### config.mk
export PLATFORM = sky130hd
export DESIGN_NAME = ahb_lite_multi_master_flat
export DESIGN_NICKNAME = d
export VERILOG_FILES = /design/src/rtl/ahb_lite_multi_master_if.sv /design/src/rtl/ahb_lite_multi_master.sv /design/src/flat_wrapper.sv
export SDC_FILE = /design/constraint.sdc
export NUM_CORES = 1
export LEC_CHECK = 0
export CAP_MARGIN = 20
export CORE_MARGIN = 2
export CORE_UTILIZATION = 39
export CTS_CLUSTER_DIAMETER = 50
export DETAILED_ROUTE_END_ITERATION = 10
export PLACE_DENSITY = 0.9
export SLEW_MARGIN = 20
export SYNTH_ARGS = -nofsm -noshare
export SYNTH_HDL_FRONTEND = slang
export SYNTH_SLANG_ARGS = --single-unit
### constraint.sdc
create_clock -name clk -period 4.64 [get_ports clk]
set_input_delay 0.928 -clock clk [delete_from_list [all_inputs] [get_ports clk]]
set_output_delay 0.928 -clock clk [all_outputs]
set_load 0.01 [all_outputs]
### src/rtl/ahb_lite_multi_master_if.sv
// ---------------------------------------------------------------------------
// ahb_lite_multi_master_if
//
// AHB-Lite master-port bundle used by ahb_lite_multi_master.
//
// Signals:
//   haddr   AW   address phase address
//   htrans  2    transfer type (IDLE 00 / NONSEQ 10)
//   hwrite  1    write transfer
//   hsize   3    000 byte, 001 half, 010 word
//   hburst  3    always SINGLE (000)
//   hwdata  DW   write data, driven during the data phase
//   hrdata  DW   read data from the slave
//   hready  1    slave ready / transfer done
//   hresp   1    slave error response
//
// Modports:
//   master  drives the address/control/write-data side
//   slave   drives hrdata, hready and hresp
// ---------------------------------------------------------------------------
interface ahb_lite_multi_master_if #(
  parameter int AW = 32,
  parameter int DW = 32
);

  logic [AW-1:0] haddr;
  logic [1:0]    htrans;
  logic          hwrite;
  logic [2:0]    hsize;
  logic [2:0]    hburst;
  logic [DW-1:0] hwdata;
  logic [DW-1:0] hrdata;
  logic          hready;
  logic          hresp;

  modport master (
    output haddr, htrans, hwrite, hsize, hburst, hwdata,
    input  hrdata, hready, hresp
  );

  modport slave (
    input  haddr, htrans, hwrite, hsize, hburst, hwdata,
    output hrdata, hready, hresp
  );

endinterface

### src/rtl/ahb_lite_multi_master.sv
// ---------------------------------------------------------------------------
// ahb_lite_multi_master
//
// Arbitrates NCH request channels (channel 0 = instruction fetch by
// convention) onto a single AHB-Lite master port. The next transfer's
// address phase is overlapped with the current data phase, so zero-wait
// slaves complete one transfer per cycle across different channels.
// Completion and error are reported per channel as single-cycle pulses.
//
// Parameters:
//   NCH       number of request channels
//   AW        address width
//   DW        data width (only 32 is supported in this generation)
//   ARB_MODE  0 = fixed priority (lowest index wins), 1 = round-robin
//
// Ports:
//   clk        system clock
//   rst        synchronous active-high reset
//   req_read   NCH      per-channel read request (word sized)
//   req_write  2*NCH    per-channel write size: 00 none, 01 byte, 10 half, 11 word
//   req_addr   AW*NCH   per-channel address
//   req_wdata  DW*NCH   per-channel store data, byte-lane aligned
//   req_hit    NCH      completion pulse (combinational on the completing cycle)
//   req_err    NCH      error flag, coincident with req_hit
//   req_rdata  DW       read data, valid with a read's req_hit
//   ahb        AHB-Lite master modport
// ---------------------------------------------------------------------------
module ahb_lite_multi_master #(
  parameter int NCH      = 2,
  parameter int AW       = 32,
  parameter int DW       = 32,
  parameter int ARB_MODE = 0
) (
  input  logic                   clk,
  input  logic                   rst,
  input  logic [NCH-1:0]         req_read,
  input  logic [2*NCH-1:0]       req_write,
  input  logic [AW*NCH-1:0]      req_addr,
  input  logic [DW*NCH-1:0]      req_wdata,
  output logic [NCH-1:0]         req_hit,
  output logic [NCH-1:0]         req_err,
  output logic [DW-1:0]          req_rdata,
  ahb_lite_multi_master_if.master ahb
);

  localparam int CW  = (NCH > 1) ? $clog2(NCH) : 1;
  localparam int CW1 = CW + 1;

  localparam logic [1:0] HTRANS_IDLE   = 2'b00;
  localparam logic [1:0] HTRANS_NONSEQ = 2'b10;

  localparam logic [2:0] HSIZE_BYTE = 3'b000;
  localparam logic [2:0] HSIZE_HALF = 3'b001;
  localparam logic [2:0] HSIZE_WORD = 3'b010;

  localparam logic [CW-1:0] LAST_CH = CW'(NCH - 1);

  // Write size code to hsize; "none" (a read) maps to word.
  function automatic logic [2:0] req_size(input logic [1:0] wr);
    case (wr)
      2'b01:   req_size = HSIZE_BYTE;
      2'b10:   req_size = HSIZE_HALF;
      default: req_size = HSIZE_WORD;
    endcase
  endfunction

  // True when the address is not naturally aligned for the transfer size.
  function automatic logic is_misaligned(input logic [2:0] size, input logic [1:0] lo);
    case (size)
      HSIZE_HALF: is_misaligned = lo[0];
      HSIZE_WORD: is_misaligned = (lo != 2'b00);
      default:    is_misaligned = 1'b0;
    endcase
  endfunction

  // One-hot channel vector.
  function automatic logic [NCH-1:0] onehot(input logic [CW-1:0] ch);
    onehot     = '0;
    onehot[ch] = 1'b1;
  endfunction

  // (base + k) modulo NCH, for the rotating priority search.
  function automatic logic [CW-1:0] wrap_add(input logic [CW-1:0] base, input int k);
    logic [CW1-1:0] sum;
    sum      = {1'b0, base} + CW1'(k);
    wrap_add = (sum >= CW1'(NCH)) ? CW'(sum - CW1'(NCH)) : sum[CW-1:0];
  endfunction

  // Channel after ch, wrapping to 0 past the last channel.
  function automatic logic [CW-1:0] next_ch(input logic [CW-1:0] ch);
    next_ch = (ch == LAST_CH) ? '0 : ch + CW'(1);
  endfunction

  // Address-phase registers (these drive the bus directly).
  logic [AW-1:0] haddr_r;
  logic [1:0]    htrans_r;
  logic          hwrite_r;
  logic [2:0]    hsize_r;
  logic [CW-1:0] a_ch_r;

  // Data-phase registers.
  logic          d_valid_r;
  logic [CW-1:0] d_ch_r;
  logic [DW-1:0] hwdata_r;

  // Misaligned request being retired without a bus transfer.
  logic          mis_valid_r;
  logic [CW-1:0] mis_ch_r;

  logic [CW-1:0] rr_ptr_r;

  // Per-channel request decode.
  logic [NCH-1:0] ch_valid_s;
  logic [NCH-1:0] ch_write_s;
  logic [NCH-1:0] ch_misal_s;
  logic [2:0]     ch_size_s  [NCH];
  logic [AW-1:0]  ch_addr_s  [NCH];
  logic [DW-1:0]  ch_wdata_s [NCH];

  logic           accept_s;
  logic           complete_s;
  logic           err_first_s;
  logic [NCH-1:0] busy_s;
  logic [NCH-1:0] eligible_s;
  logic           gnt_valid_s;
  logic [CW-1:0]  gnt_ch_s;
  logic [CW-1:0]  cand_s;
  logic           take_s;

  // Split the flat request buses into per-channel fields.
  always_comb begin
    for (int i = 0; i < NCH; i++) begin
      ch_addr_s[i]  = req_addr[AW*i +: AW];
      ch_wdata_s[i] = req_wdata[DW*i +: DW];
      ch_write_s[i] = (req_write[2*i +: 2] != 2'b00);
      ch_valid_s[i] = req_read[i] | ch_write_s[i];
      ch_size_s[i]  = req_size(req_write[2*i +: 2]);
      ch_misal_s[i] = is_misaligned(ch_size_s[i], ch_addr_s[i][1:0]);
    end
  end

  assign accept_s    = (htrans_r == HTRANS_NONSEQ) && ahb.hready;
  assign complete_s  = d_valid_r && ahb.hready;
  // First cycle of a two-cycle error response.
  assign err_first_s = d_valid_r && !ahb.hready && ahb.hresp;

  // Channels that must not be granted this cycle: the one whose address is
  // being accepted (it moves into the data phase), the one completing now,
  // and a misaligned channel being retired now.
  assign busy_s = (accept_s    ? onehot(a_ch_r)   : '0)
                | (complete_s  ? onehot(d_ch_r)   : '0)
                | (mis_valid_r ? onehot(mis_ch_r) : '0);

  assign eligible_s = ch_valid_s & ~busy_s;

  // Priority search: from channel 0 (fixed) or from the rr pointer (round-robin).
  always_comb begin
    gnt_valid_s = 1'b0;
    gnt_ch_s    = '0;
    cand_s      = '0;
    take_s      = 1'b0;
    for (int k = 0; k < NCH; k++) begin
      cand_s      = (ARB_MODE == 1) ? wrap_add(rr_ptr_r, k) : CW'(k);
      take_s      = !gnt_valid_s && eligible_s[cand_s];
      gnt_ch_s    = take_s ? cand_s : gnt_ch_s;
      gnt_valid_s = gnt_valid_s | take_s;
    end
  end

  // Address phase: re-arbitrate only when hready is high; otherwise hold,
  // except that the first error cycle cancels any pending NONSEQ.
  always_ff @(posedge clk) begin
    if (rst) begin
      htrans_r <= HTRANS_IDLE;
      haddr_r  <= '0;
      hwrite_r <= 1'b0;
      hsize_r  <= HSIZE_BYTE;
      a_ch_r   <= '0;
    end else if (ahb.hready) begin
      if (gnt_valid_s && !ch_misal_s[gnt_ch_s]) begin
        htrans_r <= HTRANS_NONSEQ;
        haddr_r  <= ch_addr_s[gnt_ch_s];
        hwrite_r <= ch_write_s[gnt_ch_s];
        hsize_r  <= ch_size_s[gnt_ch_s];
        a_ch_r   <= gnt_ch_s;
      end else begin
        htrans_r <= HTRANS_IDLE;
      end
    end else if (err_first_s) begin
      htrans_r <= HTRANS_IDLE;
    end
  end

  // Misaligned grant: retire the channel with hit+err on the following cycle.
  always_ff @(posedge clk) begin
    if (rst) begin
      mis_valid_r <= 1'b0;
      mis_ch_r    <= '0;
    end else begin
      mis_valid_r <= ahb.hready && gnt_valid_s && ch_misal_s[gnt_ch_s];
      mis_ch_r    <= gnt_ch_s;
    end
  end

  // Data phase: capture the accepted channel and its store data.
  always_ff @(posedge clk) begin
    if (rst) begin
      d_valid_r <= 1'b0;
      d_ch_r    <= '0;
      hwdata_r  <= '0;
    end else if (accept_s) begin
      d_valid_r <= 1'b1;
      d_ch_r    <= a_ch_r;
      hwdata_r  <= ch_wdata_s[a_ch_r];
    end else if (ahb.hready) begin
      d_valid_r <= 1'b0;
    end
  end

  // Round-robin pointer moves past the channel whose address was accepted.
  always_ff @(posedge clk) begin
    if (rst) begin
      rr_ptr_r <= '0;
    end else if (accept_s) begin
      rr_ptr_r <= next_ch(a_ch_r);
    end
  end

  assign ahb.haddr  = haddr_r;
  assign ahb.htrans = htrans_r;
  assign ahb.hwrite = hwrite_r;
  assign ahb.hsize  = hsize_r;
  assign ahb.hburst = 3'b000;
  assign ahb.hwdata = hwdata_r;

  // Completion is reported in the cycle the slave finishes the data phase.
  assign req_hit   = (complete_s ? onehot(d_ch_r) : '0)
                   | (mis_valid_r ? onehot(mis_ch_r) : '0);
  assign req_err   = ((complete_s && ahb.hresp) ? onehot(d_ch_r) : '0)
                   | (mis_valid_r ? onehot(mis_ch_r) : '0);
  assign req_rdata = ahb.hrdata;

endmodule

### src/flat_wrapper.sv
// flat-port wrapper written by rule: the top's interface ports become plain ports
module ahb_lite_multi_master_flat 
#(
  parameter int NCH      = 2,
  parameter int AW       = 32,
  parameter int DW       = 32,
  parameter int ARB_MODE = 0
)
  (clk, rst, req_read, req_write, req_addr, req_wdata, req_hit, req_err, req_rdata, ahb_haddr, ahb_htrans, ahb_hwrite, ahb_hsize, ahb_hburst, ahb_hwdata, ahb_hrdata, ahb_hready, ahb_hresp);
  ahb_lite_multi_master_if #(.AW(AW), .DW(DW)) ahb_i ();
  input  logic clk;
  input  logic rst;
  input  logic [NCH-1:0] req_read;
  input  logic [2*NCH-1:0] req_write;
  input  logic [AW*NCH-1:0] req_addr;
  input  logic [DW*NCH-1:0] req_wdata;
  output logic [NCH-1:0] req_hit;
  output logic [NCH-1:0] req_err;
  output logic [DW-1:0] req_rdata;
  output wire logic [$bits(ahb_i.haddr)-1:0] ahb_haddr;
  output wire logic [$bits(ahb_i.htrans)-1:0] ahb_htrans;
  output wire logic [$bits(ahb_i.hwrite)-1:0] ahb_hwrite;
  output wire logic [$bits(ahb_i.hsize)-1:0] ahb_hsize;
  output wire logic [$bits(ahb_i.hburst)-1:0] ahb_hburst;
  output wire logic [$bits(ahb_i.hwdata)-1:0] ahb_hwdata;
  input wire logic [$bits(ahb_i.hrdata)-1:0] ahb_hrdata;
  input wire logic [$bits(ahb_i.hready)-1:0] ahb_hready;
  input wire logic [$bits(ahb_i.hresp)-1:0] ahb_hresp;
  assign ahb_haddr = ahb_i.haddr;
  assign ahb_htrans = ahb_i.htrans;
  assign ahb_hwrite = ahb_i.hwrite;
  assign ahb_hsize = ahb_i.hsize;
  assign ahb_hburst = ahb_i.hburst;
  assign ahb_hwdata = ahb_i.hwdata;
  assign ahb_i.hrdata = ahb_hrdata;
  assign ahb_i.hready = ahb_hready;
  assign ahb_i.hresp = ahb_hresp;
  ahb_lite_multi_master #(.NCH(NCH), .AW(AW), .DW(DW), .ARB_MODE(ARB_MODE)) u_core (.clk(clk), .rst(rst), .req_read(req_read), .req_write(req_write), .req_addr(req_addr), .req_wdata(req_wdata), .req_hit(req_hit), .req_err(req_err), .req_rdata(req_rdata), .ahb(ahb_i));
endmodule
==> flow_summary.yaml, run 1 <==
layout:
  design_area_mm2: 0.00631
  multi_input_area_mm2: 0.00229
  nNetsFinal: 804
  fillers: 920
  fin_cells: 771
  layout-drive-gt1-share_pct: 10.3
  seq_area_mm2: 0.00146
  area_growth_syn_to_layout_pct: 49.3
  antenna_cells: 0
job:
  max-cap-violations: 0
power_and_ir_drop:
  p_leak_nw: 2.36
  power.density_mw_per_mm2: 283
  irDropWorstVdd_mv: 0.161
setup_path:
  end_kind: "output port"
  path_class: "input pin to output port"
  cp_max_fo: 7
  crit_start: "ahb_hready"
  arrival_ps: 2540
  reg2reg_from: "u_core.a_ch_r"
  r2r_end: "u_core.ahb.hsize[0]"
  cp-start-kind: "input pin"
  r2r_setup_slack_ps: 1800
  cp.required_ps: 3710
  crit_end: "req_err[1]"
  reg2regPathDepth: 7
clock_network:
  clk_latency_ps: 350
  path_clk_slew_ps: 70
  cts_sinks: 73
  cts_resized: 0
  cts_root_buffer: "clkbuf_8"
  cts_max_level: 3
  ctsHoldBuffers: 0
  cts_tree: "yes"
  cts_made_buffers: 9
  cts_setup_buffers: 0
  cts_max_path_buffers: 2
detailed_routing:
  drtIter0Drc: 223
  met1Wirelength_um: 5090
  highest_layer: "met4"
  avgRoutedWirePerCell_um: 16.8
  route.met2.wl_um: 6310
  drt_wl_total_um: 12900
  drcViolationCount: 0
  viasPerCell: 5.22
  first_pass_iters: 7
  vias: 4025
  ant_nets: 0
  dr_wl_met3_um: 1050
yosys:
  syn_area_mm2: 0.00423
  synthCells: 472
  synth_warnings: 0
  synth_top_family_by_area: "multiplexers"
  synth-seq-cells: 73
  synth_ff_type: "dfxtp_1"
  synth_compound_area_share_pct: 17.5
  synth_xor_area_share_pct: 0
  ys_types: 34
  synth.yosys.seq_area_share_pct: 34.6
  syn_avg_cell_area_um2: 8.96
  synthArstFlopShare_pct: 0
  synth_adder_area_share_pct: 2.37
  synthSimpleGateAreaFrac_pct: 14.6
  synth_edf_count: 0
  synthMuxAreaShare_pct: 19.1
sta:
  min_period_ps: 3470
  slew_headroom_pct: 28.8
  hold_viol: 0
  setup_violations: 0
  fin_crit_sh_pct: 74.7
  tns_ps: 0
  tightest_slew_ps: 1070
  drv_slew: 0
  max_freq_mhz: 288
  fin_ws_ps: 1170
  rsz0062_at_grt: "false"
  fin_worst_skew_ps: 8.36
placement:
  dp.cells: 755
  place_ws_ps: 955
  place.port_buffers: 209
  hpwlAfterDp_um: 9380
  place_congestion: 0.844
  placed_area_mm2: 0.00611
floorplan:
  die_area_mm2: 0.0117
  io-pin-count: 279
  initial_utilization_pct: 39.5
  dieWidth_um: 108
  rows: 38
  fp.coreArea_mm2: 0.0107
  die_height_um: 108
global_routing:
  antenna_found_initial: 0
  overflow: 0
  grt_pass1_wl_um: 19400
  grt_usage_pct: 21.2
  grt_start_max_net_pins: 109
  grt_pass1_vias: 3813
run_status:
  outcome: "finished, final reports clean"
worst_hold_path:
  hold_path_class: "register to register"
metrics by stage:
| stage | hold slack [ps] | power (mW) | util (%) |
|---|---|---|---|
| 2_1_floorplan | 444 | 1.03 | - |
| 3_3_place_gp | 452 | 1.26 | 57.1 |
| 3_5_place_dp | 463 | 1.28 | 57.1 |
| 4_1_cts | 474 | 1.80 | 59.0 |
| 5_1_grt | 493 | 1.88 | 59.0 |
| 6_report | 474 | 1.78 | 59.0 |
power by group:
part	internal [mW]	switching [mW]
clock	0.276	0.246
combinational	0.320	0.230
sequential	0.682	0.0308
total	1.28	0.507
synth_stat cells (2+ instances only):
library cell | n | area share, %
nand3_1 | 33 | 3.9
nand3b_1 | 2 | 0.35
nor2_1 | 33 | 2.9
mux2_4 | 26 | 9.2
and3_1 | 3 | 0.44
buf_6 | 5 | 1.3
a211oi_1 | 32 | 5.7
nor2b_1 | 33 | 4.9
dfxtp_1 | 73 | 35
nand2b_1 | 4 | 0.59
buf_1 | 5 | 0.44
mux2i_1 | 34 | 8.0
clkbuf_1 | 29 | 2.6
a211o_1 | 3 | 0.62
o21ai_0 | 35 | 4.1
o21bai_1 | 2 | 0.35
inv_1 | 7 | 0.62
a21oi_1 | 39 | 4.6
ha_1 | 8 | 2.4
nand2_1 | 9 | 0.80
mux2_2 | 7 | 1.9
buf_4 | 38 | 6.7
logic make-up after synthesis:
group,Yosys count
simple gates,121
mux,67
fa+ha+maj,8
flops,73
compound gates,118
other cells,1
buf+inv,84
registers in the layout, summed over array words and instances, names as in the netlist:
register,count
u_core.ahb.htrans,1
u_core.ahb.hwrite,1
u_core.ahb.haddr,32
u_core.d_valid_r,1
u_core.ahb.hsize,2
u_core.d_ch_r,1
u_core.mis_valid_r,1
u_core.mis_ch_r,1
u_core.ahb.hwdata,32
u_core.a_ch_r,1
layout by cell type, fill, tap and decap left out, types with 2 or more instances in the layout:
| cell type | Yosys | routed |
|---|---|---|
| a211o_1 | 3 | 2 |
| a211oi_1 | 32 | 32 |
| a21oi_1 | 39 | 39 |
| and3_1 | 3 | 3 |
| buf_4 | 38 | 7 |
| clkbuf_8 | 0 | 11 |
| clkdlybuf4s50_1 | 0 | 208 |
| clkinv_2 | 0 | 3 |
| conb_1 | 1 | 5 |
| dfxtp_1 | 73 | 72 |
| ha_1 | 8 | 8 |
| inv_1 | 7 | 7 |
| mux2_2 | 7 | 7 |
| mux2_4 | 26 | 26 |
| mux2i_1 | 34 | 34 |
| nand2_1 | 9 | 9 |
| nand2b_1 | 4 | 4 |
| nand3_1 | 33 | 33 |
| nand3b_1 | 2 | 2 |
| nor2_1 | 33 | 33 |
| nor2b_1 | 33 | 33 |
| o21ai_0 | 35 | 35 |
| o21bai_1 | 2 | 2 |
metal layers:
| layer | vias to the layer above | global-route usage (%) |
|---|---|---|
| met1 | 1858 | 25.0 |
| met2 | 206 | 36.0 |
| met5 | - | 0 |
| met3 | 33 | 5.24 |
| met4 | 0 | 10.5 |
| li1 | 1928 | - |
layout make-up:
class                      count  share of cell area [%]
inverter                       7                   0.416
clock buffer                  11                    2.40
timing repair buffer         216                    34.1
clock inverter                 5                   0.852
tap                          140                    2.77
multi-input combinational    319                    36.3
sequential                    73                    23.2
worst max-delay path: stages:
cell and delay (ps):
clkdlybuf4s50_1 570, a32o_2 280, a21boi_0 200, clkdlybuf4s50_1 560
worst min-delay path by stage:
stage | startpoint | to | slack [ps] | cells past startpoint
after global routing | u_core.d_ch_r | u_core.d_ch_r | 490 | 2
after floorplan | u_core.d_ch_r | u_core.d_ch_r | 440 | 2
after detailed placement | u_core.d_ch_r | u_core.d_ch_r | 460 | 2
final | u_core.d_ch_r | u_core.d_ch_r | 470 | 2
after CTS | u_core.d_ch_r | u_core.d_ch_r | 470 | 2
after global placement | u_core.ahb.hsize[1] | u_core.ahb.hsize[1] | 450 | 2
Note: power is estimated with default switching activity, not from simulation.
==> run 2, diff against run 1 <==
--- a/config.mk
+++ b/config.mk
@@ -7,10 +7,10 @@
 export LEC_CHECK = 0
 export CAP_MARGIN = 20
 export CORE_MARGIN = 2
-export CORE_UTILIZATION = 39
+export CORE_UTILIZATION = 37
 export CTS_CLUSTER_DIAMETER = 50
 export DETAILED_ROUTE_END_ITERATION = 10
-export PLACE_DENSITY = 0.9
+export PLACE_DENSITY = 0.86
 export SLEW_MARGIN = 20
 export SYNTH_ARGS = -nofsm -noshare
 export SYNTH_HDL_FRONTEND = slang
==> constraint.sdc (replaced) <==
create_clock -name clk -period 3.45 [get_ports clk]
set_input_delay 0.69 -clock clk [delete_from_list [all_inputs] [get_ports clk]]
set_output_delay 0.69 -clock clk [all_outputs]
set_load 0.01 [all_outputs]
==> flow_summary.yaml, run 2 (synthesis results as in run 1) <==
sta:
  finalHoldWorstSlack_ps: 466
  fin_crit_sh_pct: 88.8
  fin_worst_skew_ps: 3.61
  tightest_slew_ps: 1020
  slew_headroom_pct: 32.2
  hold_viol: 0
  rsz0062_at_grt: "false"
  drv_slew: 0
  min_period_ps: 3060
  setup_violations: 0
  tns_ps: 0
  max_freq_mhz: 327
placement:
  placed_area_mm2: 0.00611
  place_congestion: 0.844
  place.port_buffers: 209
  dp.cells: 759
  hpwlAfterDp_um: 9530
clock_network:
  clk_latency_ps: 330
  cts_sinks: 73
  ctsHoldBuffers: 0
  cts_resized: 0
  cts_max_level: 3
  cts_root_buffer: "clkbuf_16"
  cts_setup_buffers: 0
  cts_made_buffers: 9
  path_clk_slew_ps: 60
  cts_max_path_buffers: 2
  cts_tree: "yes"
run_status:
  outcome: "finished, final reports clean"
floorplan:
  io-pin-count: 279
  dieWidth_um: 111
  die_height_um: 111
  initial_utilization_pct: 37.5
  fp.coreArea_mm2: 0.0113
  die_area_mm2: 0.0123
  rows: 39
layout:
  final_common_cell: "clkdlybuf4s50_1"
  utilization_pct: 57.1
  most-common-layout-cells: "208 x clkdlybuf4s50_1, 72 x dfxtp_1, 39 x a21oi_1"
  fin_cells: 775
  layout-drive-gt1-share_pct: 10.4
  antenna_cells: 0
  nNetsFinal: 805
  design_area_mm2: 0.00644
  area_growth_syn_to_layout_pct: 52.2
worst_hold_path:
  hold_path_class: "register to register"
global_routing:
  grt_pass1_vias: 4080
  overflow: 0
  antenna_found_initial: 0
  grt_start_max_net_pins: 89
  grt_usage_pct: 21.0
  grt_pass1_wl_um: 21000
detailed_routing:
  vias: 4075
  drtIter0Drc: 296
  drcViolationCount: 0
  viasPerCell: 5.26
  ant_nets: 0
  drt_wl_total_um: 13300
  first_pass_iters: 4
  avgRoutedWirePerCell_um: 17.1
setup_path:
  cpPeakStageDelay_ps: 580
  arrival_ps: 2370
  cp-start-kind: "input pin"
  path_class: "input pin to output port"
  crit_slowest_cell: "clkdlybuf4s50_1"
  end_kind: "output port"
  cp.required_ps: 2760
  cp_max_fo: 7
  crit_top_cell: "clkdlybuf4s50_1"
  worstPathCellList: "clkdlybuf4s50_1 > a32o_2 > a21boi_0 > clkdlybuf4s50_1"
power_and_ir_drop:
  p_leak_nw: 2.41
  power.density_mw_per_mm2: 424
  irDropWorstVdd_mv: 0.275
job:
  max-cap-violations: 0
==> run 2: cell count changes in the layout (fill, tap and decap cells not counted), sizes merged <==
cell      before  now
buf            8    9
clkinvlp       0    1
bufinv         1    2
clkinv         4    2
==> run 2: per-layer routing <==
metal | track usage, % | up-vias | share of wire [%]
li1 | - | 1928 | -
met1 | 24.1 | 1899 | 39
met3 | 5.08 | 44 | 7.6
met4 | 11.0 | 0 | 3.7
met5 | 0 | - | 0
met2 | 36.2 | 204 | 49
==> run 2: through the flow <==
stage	total power, mW	worst slack [ps]
3_3_place_gp	1.70	281
3_5_place_dp	1.72	222
4_1_cts	2.75	361
2_1_floorplan	1.39	977
5_1_grt	2.84	315
6_report	2.73	387
==> run 2: layout make-up <==
type	count	area [um2]
repair buffers	217	2150
well taps	143	179
multi-input cells	319	2290
flip-flops and latches	73	1460
inverters	7	26.3
clock buffers	11	253
clock inverters	5	77.6
fillers	995	4830
==> run 2: power breakdown <==
group / leakage, nW / switching [mW] / total, mW / internal (mW)
sequential: 0.598 / 0.0407 / 0.959 / 0.918
combinational: 1.65 / 0.315 / 0.744 / 0.429
clock: 0.162 / 0.356 / 1.03 / 0.670
total: 2.41 / 0.711 / 2.73 / 2.02
==> run 2: final timing paths <==
check | endpoint | from | cells after the start | slack (ps)
max | req_err[1] | ahb_hready | 4 | 390
min | u_core.ahb.hsize[1] | u_core.ahb.hsize[1] | 2 | 470
max reg2reg | u_core.ahb.haddr[18] | u_core.d_ch_r | 6 | 1220
min reg2reg | u_core.ahb.hsize[1] | u_core.ahb.hsize[1] | 2 | 470
==> run 2: critical path: cells and delay by family <==
kind | cells | cell delay (ps)
AOI/OAI and AO/OA | 2 | 530
buffers and inverters | 2 | 1150
